## src/rtl/vlsu_simd_gather.sv

```systemverilog
// Purpose: joins NrSimd ELEN-wide load-result slices into one wide result.
//   Each slice owns a small FIFO. The wide result is presented only when
//   every slice FIFO holds at least one entry.
// Latency: 1 cycle from a slice push to visibility at the FIFO head.
//   Sustained throughput is one wide result per cycle.
// Backpressure: slc_gnt_o[i] is !full[i] and comes straight from a register.
//   Results are held stable while res_req_o=1 and res_gnt_i=0.
// Ports:
//   clk_i, rst_ni                       clock, async active-low reset
//   slc_req_i/addr/id/wdata/be, slc_gnt_o  per-slice push interface
//   res_req_o/addr/id/wdata/be, res_gnt_i  wide result interface
//   mismatch_o                          sticky addr/id mismatch flag
// Option: define VLSU_SIMD_GATHER_MISMATCH_CHECK_EN to enable the addr/id
//   mismatch check. Without it, mismatch_o is tied to 0.
module vlsu_simd_gather #(
  parameter int unsigned NrSimd    = 2,
  parameter int unsigned ElemWidth = 64,
  parameter int unsigned AddrWidth = 32,
  parameter int unsigned IdWidth   = 3,
  parameter int unsigned Depth     = 2
) (
  input  logic                          clk_i,
  input  logic                          rst_ni,
  input  logic [NrSimd-1:0]             slc_req_i,
  input  logic [NrSimd*AddrWidth-1:0]   slc_addr_i,
  input  logic [NrSimd*IdWidth-1:0]     slc_id_i,
  input  logic [NrSimd*ElemWidth-1:0]   slc_wdata_i,
  input  logic [NrSimd*ElemWidth/8-1:0] slc_be_i,
  output logic [NrSimd-1:0]             slc_gnt_o,
  output logic                          res_req_o,
  output logic [AddrWidth-1:0]          res_addr_o,
  output logic [IdWidth-1:0]            res_id_o,
  output logic [NrSimd*ElemWidth-1:0]   res_wdata_o,
  output logic [NrSimd*ElemWidth/8-1:0] res_be_o,
  input  logic                          res_gnt_i,
  output logic                          mismatch_o
);

  localparam int unsigned BeWidth = ElemWidth / 8;
  localparam int unsigned PtrW    = $clog2(Depth);
  localparam int unsigned CntW    = PtrW + 1;

  logic [NrSimd-1:0]                w_push;
  logic [NrSimd-1:0]                w_empty;
  logic                             w_pop;
  logic [NrSimd-1:0][AddrWidth-1:0] w_head_addr;
  logic [NrSimd-1:0][IdWidth-1:0]   w_head_id;

  // A pop needs every slice non-empty. Any res_gnt_i without res_req_o
  // is therefore ignored.
  assign res_req_o  = &(~w_empty);
  assign w_pop      = res_req_o & res_gnt_i;
  assign res_addr_o = w_head_addr[0];
  assign res_id_o   = w_head_id[0];

  for (genvar g = 0; g < NrSimd; g++) begin : g_slice
    logic [AddrWidth-1:0] r_addr  [Depth];
    logic [IdWidth-1:0]   r_id    [Depth];
    logic [ElemWidth-1:0] r_wdata [Depth];
    logic [BeWidth-1:0]   r_be    [Depth];
    logic [PtrW-1:0]      r_wptr;
    logic [PtrW-1:0]      r_rptr;
    logic [CntW-1:0]      r_cnt;
    logic                 r_gnt;
    logic [CntW-1:0]      w_cnt_nxt;

    assign w_push[g]  = slc_req_i[g] & r_gnt;
    assign w_empty[g] = (r_cnt == '0);
    assign slc_gnt_o[g] = r_gnt;

    always_comb begin
      w_cnt_nxt = r_cnt;
      if (w_push[g] && !w_pop) begin
        w_cnt_nxt = r_cnt + 1'b1;
      end else if (!w_push[g] && w_pop) begin
        w_cnt_nxt = r_cnt - 1'b1;
      end
    end

    // The grant is registered from the next occupancy. A slot freed by a
    // pop is therefore offered one cycle later, never in the same cycle.
    // Storage is cleared on reset so that the result outputs read 0.
    always_ff @(posedge clk_i or negedge rst_ni) begin
      if (!rst_ni) begin
        r_wptr <= '0;
        r_rptr <= '0;
        r_cnt  <= '0;
        r_gnt  <= 1'b1;
        for (int d = 0; d < Depth; d++) begin
          r_addr[d]  <= '0;
          r_id[d]    <= '0;
          r_wdata[d] <= '0;
          r_be[d]    <= '0;
        end
      end else begin
        r_cnt <= w_cnt_nxt;
        r_gnt <= (w_cnt_nxt != CntW'(Depth));
        if (w_push[g]) begin
          r_addr[r_wptr]  <= slc_addr_i[g*AddrWidth +: AddrWidth];
          r_id[r_wptr]    <= slc_id_i[g*IdWidth +: IdWidth];
          r_wdata[r_wptr] <= slc_wdata_i[g*ElemWidth +: ElemWidth];
          r_be[r_wptr]    <= slc_be_i[g*BeWidth +: BeWidth];
          r_wptr          <= r_wptr + 1'b1;
        end
        if (w_pop) begin
          r_rptr <= r_rptr + 1'b1;
        end
      end
    end

    assign w_head_addr[g]                        = r_addr[r_rptr];
    assign w_head_id[g]                          = r_id[r_rptr];
    assign res_wdata_o[g*ElemWidth +: ElemWidth] = r_wdata[r_rptr];
    assign res_be_o[g*BeWidth +: BeWidth]        = r_be[r_rptr];
  end

`ifdef VLSU_SIMD_GATHER_MISMATCH_CHECK_EN
  logic w_any_diff;
  logic r_mismatch;

  always_comb begin
    w_any_diff = 1'b0;
    for (int i = 1; i < NrSimd; i++) begin
      if ((w_head_addr[i] != w_head_addr[0]) || (w_head_id[i] != w_head_id[0])) begin
        w_any_diff = 1'b1;
      end
    end
  end

  // The flag is sticky until reset. Heads are compared only on a real pop.
  always_ff @(posedge clk_i or negedge rst_ni) begin
    if (!rst_ni) begin
      r_mismatch <= 1'b0;
    end else if (w_pop && w_any_diff) begin
      r_mismatch <= 1'b1;
    end
  end

  assign mismatch_o = r_mismatch;
`else
  // Heads of slices other than slice 0 only feed the mismatch check.
  logic w_unused_heads;
  assign w_unused_heads = ^{w_head_addr, w_head_id};
  assign mismatch_o     = 1'b0;
`endif

endmodule

```

## config.mk

```make
export PLATFORM = sky130hd
export DESIGN_NAME = vlsu_simd_gather
export DESIGN_NICKNAME = d
export VERILOG_FILES = /design/src/rtl/vlsu_simd_gather.sv
export SDC_FILE = /design/constraint.sdc
export NUM_CORES = 1
export LEC_CHECK = 0
export ABC_CLOCK_PERIOD_IN_PS = 2200
export CORE_MARGIN = 1.5
export CORE_UTILIZATION = 30
export DETAILED_ROUTE_END_ITERATION = 12
export GPL_TIMING_DRIVEN = 0
export PLACE_DENSITY = 0.63
export SETUP_SLACK_MARGIN = 0.02
export SLEW_MARGIN = 20
export SYNTH_ARGS = -nofsm -noshare
export SYNTH_HDL_FRONTEND = slang
export SYNTH_SLANG_ARGS = --single-unit
export TNS_END_PERCENT = 30
```

## constraint.sdc

```tcl
create_clock -name clk_i -period 2.2 [get_ports clk_i]
set_input_delay 0.44 -clock clk_i [delete_from_list [all_inputs] [get_ports clk_i]]
set_output_delay 0.44 -clock clk_i [all_outputs]
set_load 0.1 [all_outputs]
```

==> impl_metrics.json <==
{
  "syn_area_per_cell_um2": 15.8,
  "htree_levels": 2,
  "relSlewSlack_pct": 52.9,
  "whs_ps": 485,
  "grt_pass1_vias": 10900,
  "antenna_found_initial": 8,
  "die_h_um": 233,
  "rr_worst_depth": 4,
  "synth_top_area_share_pct": 57.6,
  "num_io_pins": 402,
  "cp_max_fo": 6,
  "areaGrowthSynthToFinish_pct": 46.1,
  "synth_area_leaders": "dfrtp_1 (58%), mux2_2 (37%), mux2_4 (1.8%), buf_2 (1.5%), dfstp_2 (0.33%)",
  "cp.arrival_ps": 1990,
  "dp.final_hpwl_mm": 29.7,
  "multi_input_area_um2": 6560,
  "r2r_end": "g_slice[0].r_wdata[45]$_DFFE_PN0P_",
  "hold_path_depth": 1,
  "synthFlopType": "dfrtp_1",
  "clk_latency_ps": 560,
  "syn_area_um2": 15900,
  "cpPeakStageDelay_ps": 500,
  "worstSetupPathType": "flip-flop to output port",
  "tightest_slew_ps": 706,
  "yosysSeqAreaShare_pct": 57.9,
  "timing.critical_path.mode_cell": "buf_12",
  "cts_buffers": 43,
  "drive_gt1_share_pct": 59.2,
  "setup_violations": 179,
  "violations": "negative setup slack",
  "floorplan.initialDensity_pct": 30.3,
  "path_depth": 5,
  "post-place-cells": 2064,
  "crit_family": "buffers and inverters",
  "yosys_warnings": 0,
  "critPathRequiredTime_ps": 1760,
  "drc": 0,
  "drt_iter0_drc": 260,
  "dr.pass1.iters": 4,
  "final.min_clock_period_ps": 2430,
  "gr-usage-all-layers_pct": 15.2,
  "yosysUniqueCellTypes": 29,
  "portBuffers": 365,
  "setup_ws_ps": -231,
  "routabilityCongestion": 0.749,
  "syn_inst": 1008,
  "synth_top_area_cell": "dfrtp_1",
  "via_per_inst": 4.59,
  "ys_ff_latch": 368,
  "placed_area_um2": 20500,
  "r2r_start": "g_slice[0].r_gnt$_DFF_PN1_",
  "clk_pin_slew_ps": 50,
  "cts_num_sinks": 368,
  "cp-end-kind": "output port",
  "tritoncts": "yes",
  "fmax_mhz": 411,
  "start_kind": "flip-flop",
  "row_count": 84,
  "vias": 9908,
  "postRouteWirelength_mm": 42.1,
  "dieArea_um2": 54400,
  "ant_nets": 0,
  "drv_slew": 0,
  "path_buf_inv": 4,
  "nFillCells": 4697,
  "clock-skew-final_ps": 10.1,
  "r2r_setup_slack_ps": 190,
  "grt.overflow.total": 0,
  "fin_cells": 2158,
  "post-place-ws_ps": -1520,
  "nets": 1660,
  "synth-edff-count": 0,
  "slowest_stage": "dfrtp_4",
  "die_w_um": 233,
  "synthesis.nets": 1229,
  "core_um2": 52400,
  "min_path_type": "flip-flop to flip-flop",
  "grt_pass1_wl_mm": 63.3,
  "drv_cap": 0,
  "path_cells": "buf_12, buf_12, buf_4, mux2_4, buf_12",
  "hold_start": "g_slice[0].r_cnt[1]$_DFF_PN0_",
  "wl_per_cell_um": 19.5,
  "fin_area_um2": 23200,
  "regArea_um2": 9220,
  "grt_max_degree": 97,
  "outcome": "finished, violations left",
  "hold_path_end": "g_slice[0].r_cnt[1]$_DFF_PN0_",
  "min_period_over_period_pct": 110,
  "async_flop_share_pct": 100,
  "clock_path_buffers": 3,
  "clock-root-buffer": "clkbuf_16",
  "rsz0062_at_grt": "true",
  "hold_viol_final": 0
}
-- state kept, by name, summed over array words and instances, names as in the netlist --
name	flops
g_slice.r_wdata	256
g_slice.r_gnt	2
g_slice.r_be	32
g_slice.r_cnt	4
g_slice.r_id	6
g_slice.r_wptr	2
g_slice.r_addr	64
g_slice.r_rptr	2
-- cell families after synthesis --
group | share of synthesized area (%)
and+or+nand+nor | 0.543
other | 0.0236
adders and majority gates | 0.157
DFF | 57.9
xor gates and xnor gates | 0.330
muxes | 38.5
AOI/OAI and AO/OA | 0.370
buffers and inverters | 2.17
-- what timing repair did --
item                       4_1_cts  5_1_grt
gates resized for setup       1210      309
hold buffers                     1        0
gates cloned                     2        3
setup endpoints to repair      212      212
hold endpoints to repair        88        0
pin swaps                        0        0
buffers inserted                 5        9
-- final cells by class --
class	instances	share of cell area (%)
Timing Repair Buffer	388	19.8
Tap cell	688	3.70
Inverter	5	0.0807
Sequential cell	368	39.6
Antenna cell	1	0.0108
Buffer	60	2.35
Clock buffer	67	5.59
Multi-Input combinational cell	573	28.2
Clock inverter	8	0.603
-- layer usage --
metal | routed length, um | vias to the layer above | global-route usage, % | share of wire (%)
met5 | 66 | - | 0 | 0.16
met3 | 4660 | 63 | 7.32 | 11
met4 | 810 | 10 | 4.40 | 1.9
met2 | 20700 | 295 | 26.1 | 49
met1 | 15800 | 5048 | 16.6 | 38
li1 | - | 4492 | - | -
-- how the worst max path moves through the flow --
stage                             startpoint                                  to
2_1_floorplan  g_slice[0].r_rptr$_DFFE_PN0P_                     res_wdata_o[26]
3_3_place_gp                          rst_ni  g_slice[0].r_wdata[21]$_DFFE_PN0P_
5_1_grt        g_slice[0].r_rptr$_DFFE_PN0P_                     res_wdata_o[40]
6_report       g_slice[0].r_rptr$_DFFE_PN0P_                         res_be_o[7]
3_5_place_dp   g_slice[0].r_rptr$_DFFE_PN0P_                     res_wdata_o[31]
4_1_cts        g_slice[0].r_rptr$_DFFE_PN0P_                       res_addr_o[0]
-- synth_stat cells, drive strengths merged (2+ instances only) --
library cell    n
buf            54
a21oi           2
a21o            2
o21ai           2
dfrtp         366
inv             5
nor2            3
xnor2           2
mux2          537
nand2           6
nand3           3
ha              2
clkbuf          8
or2             2
xor2            4
dfstp           2
-- layout by cell type, fill, tap and decap left out, types with 2 or more instances in the layout --
cell type        count
buf_6               83
clkbuf_8            10
mux2_4              71
clkbuf_1            15
a21oi_1              2
buf_12              64
dfrtp_1            364
clkdlybuf4s50_1    182
o21ai_0              2
mux2_2             466
xnor2_1              2
bufinv_16            4
buf_2               34
ha_1                 2
nand2_1              5
buf_4               51
clkinv_2             4
nor2_1               2
dfstp_2              2
clkbuf_16           49
nand3_1              2
xor2_1               4
inv_1                5
buf_8               19
clkdlybuf4s15_2      3
buf_16               4
a21o_1               2
-- per-stage QoR --
| stage | TNS [ps] | utilization [%] |
|---|---|---|
| after global placement | -5843330 | 39.0 |
| after detailed placement | -255190 | 39.1 |
| after CTS | -47390 | 42.4 |
| after global routing | -33080 | 44.3 |
| final | -20660 | 44.3 |
| after floorplan | 0 | - |
Power is left out: the tool's default activity adds up to more than one toggle a clock period on the data nets, which glitch-free logic cannot reach.
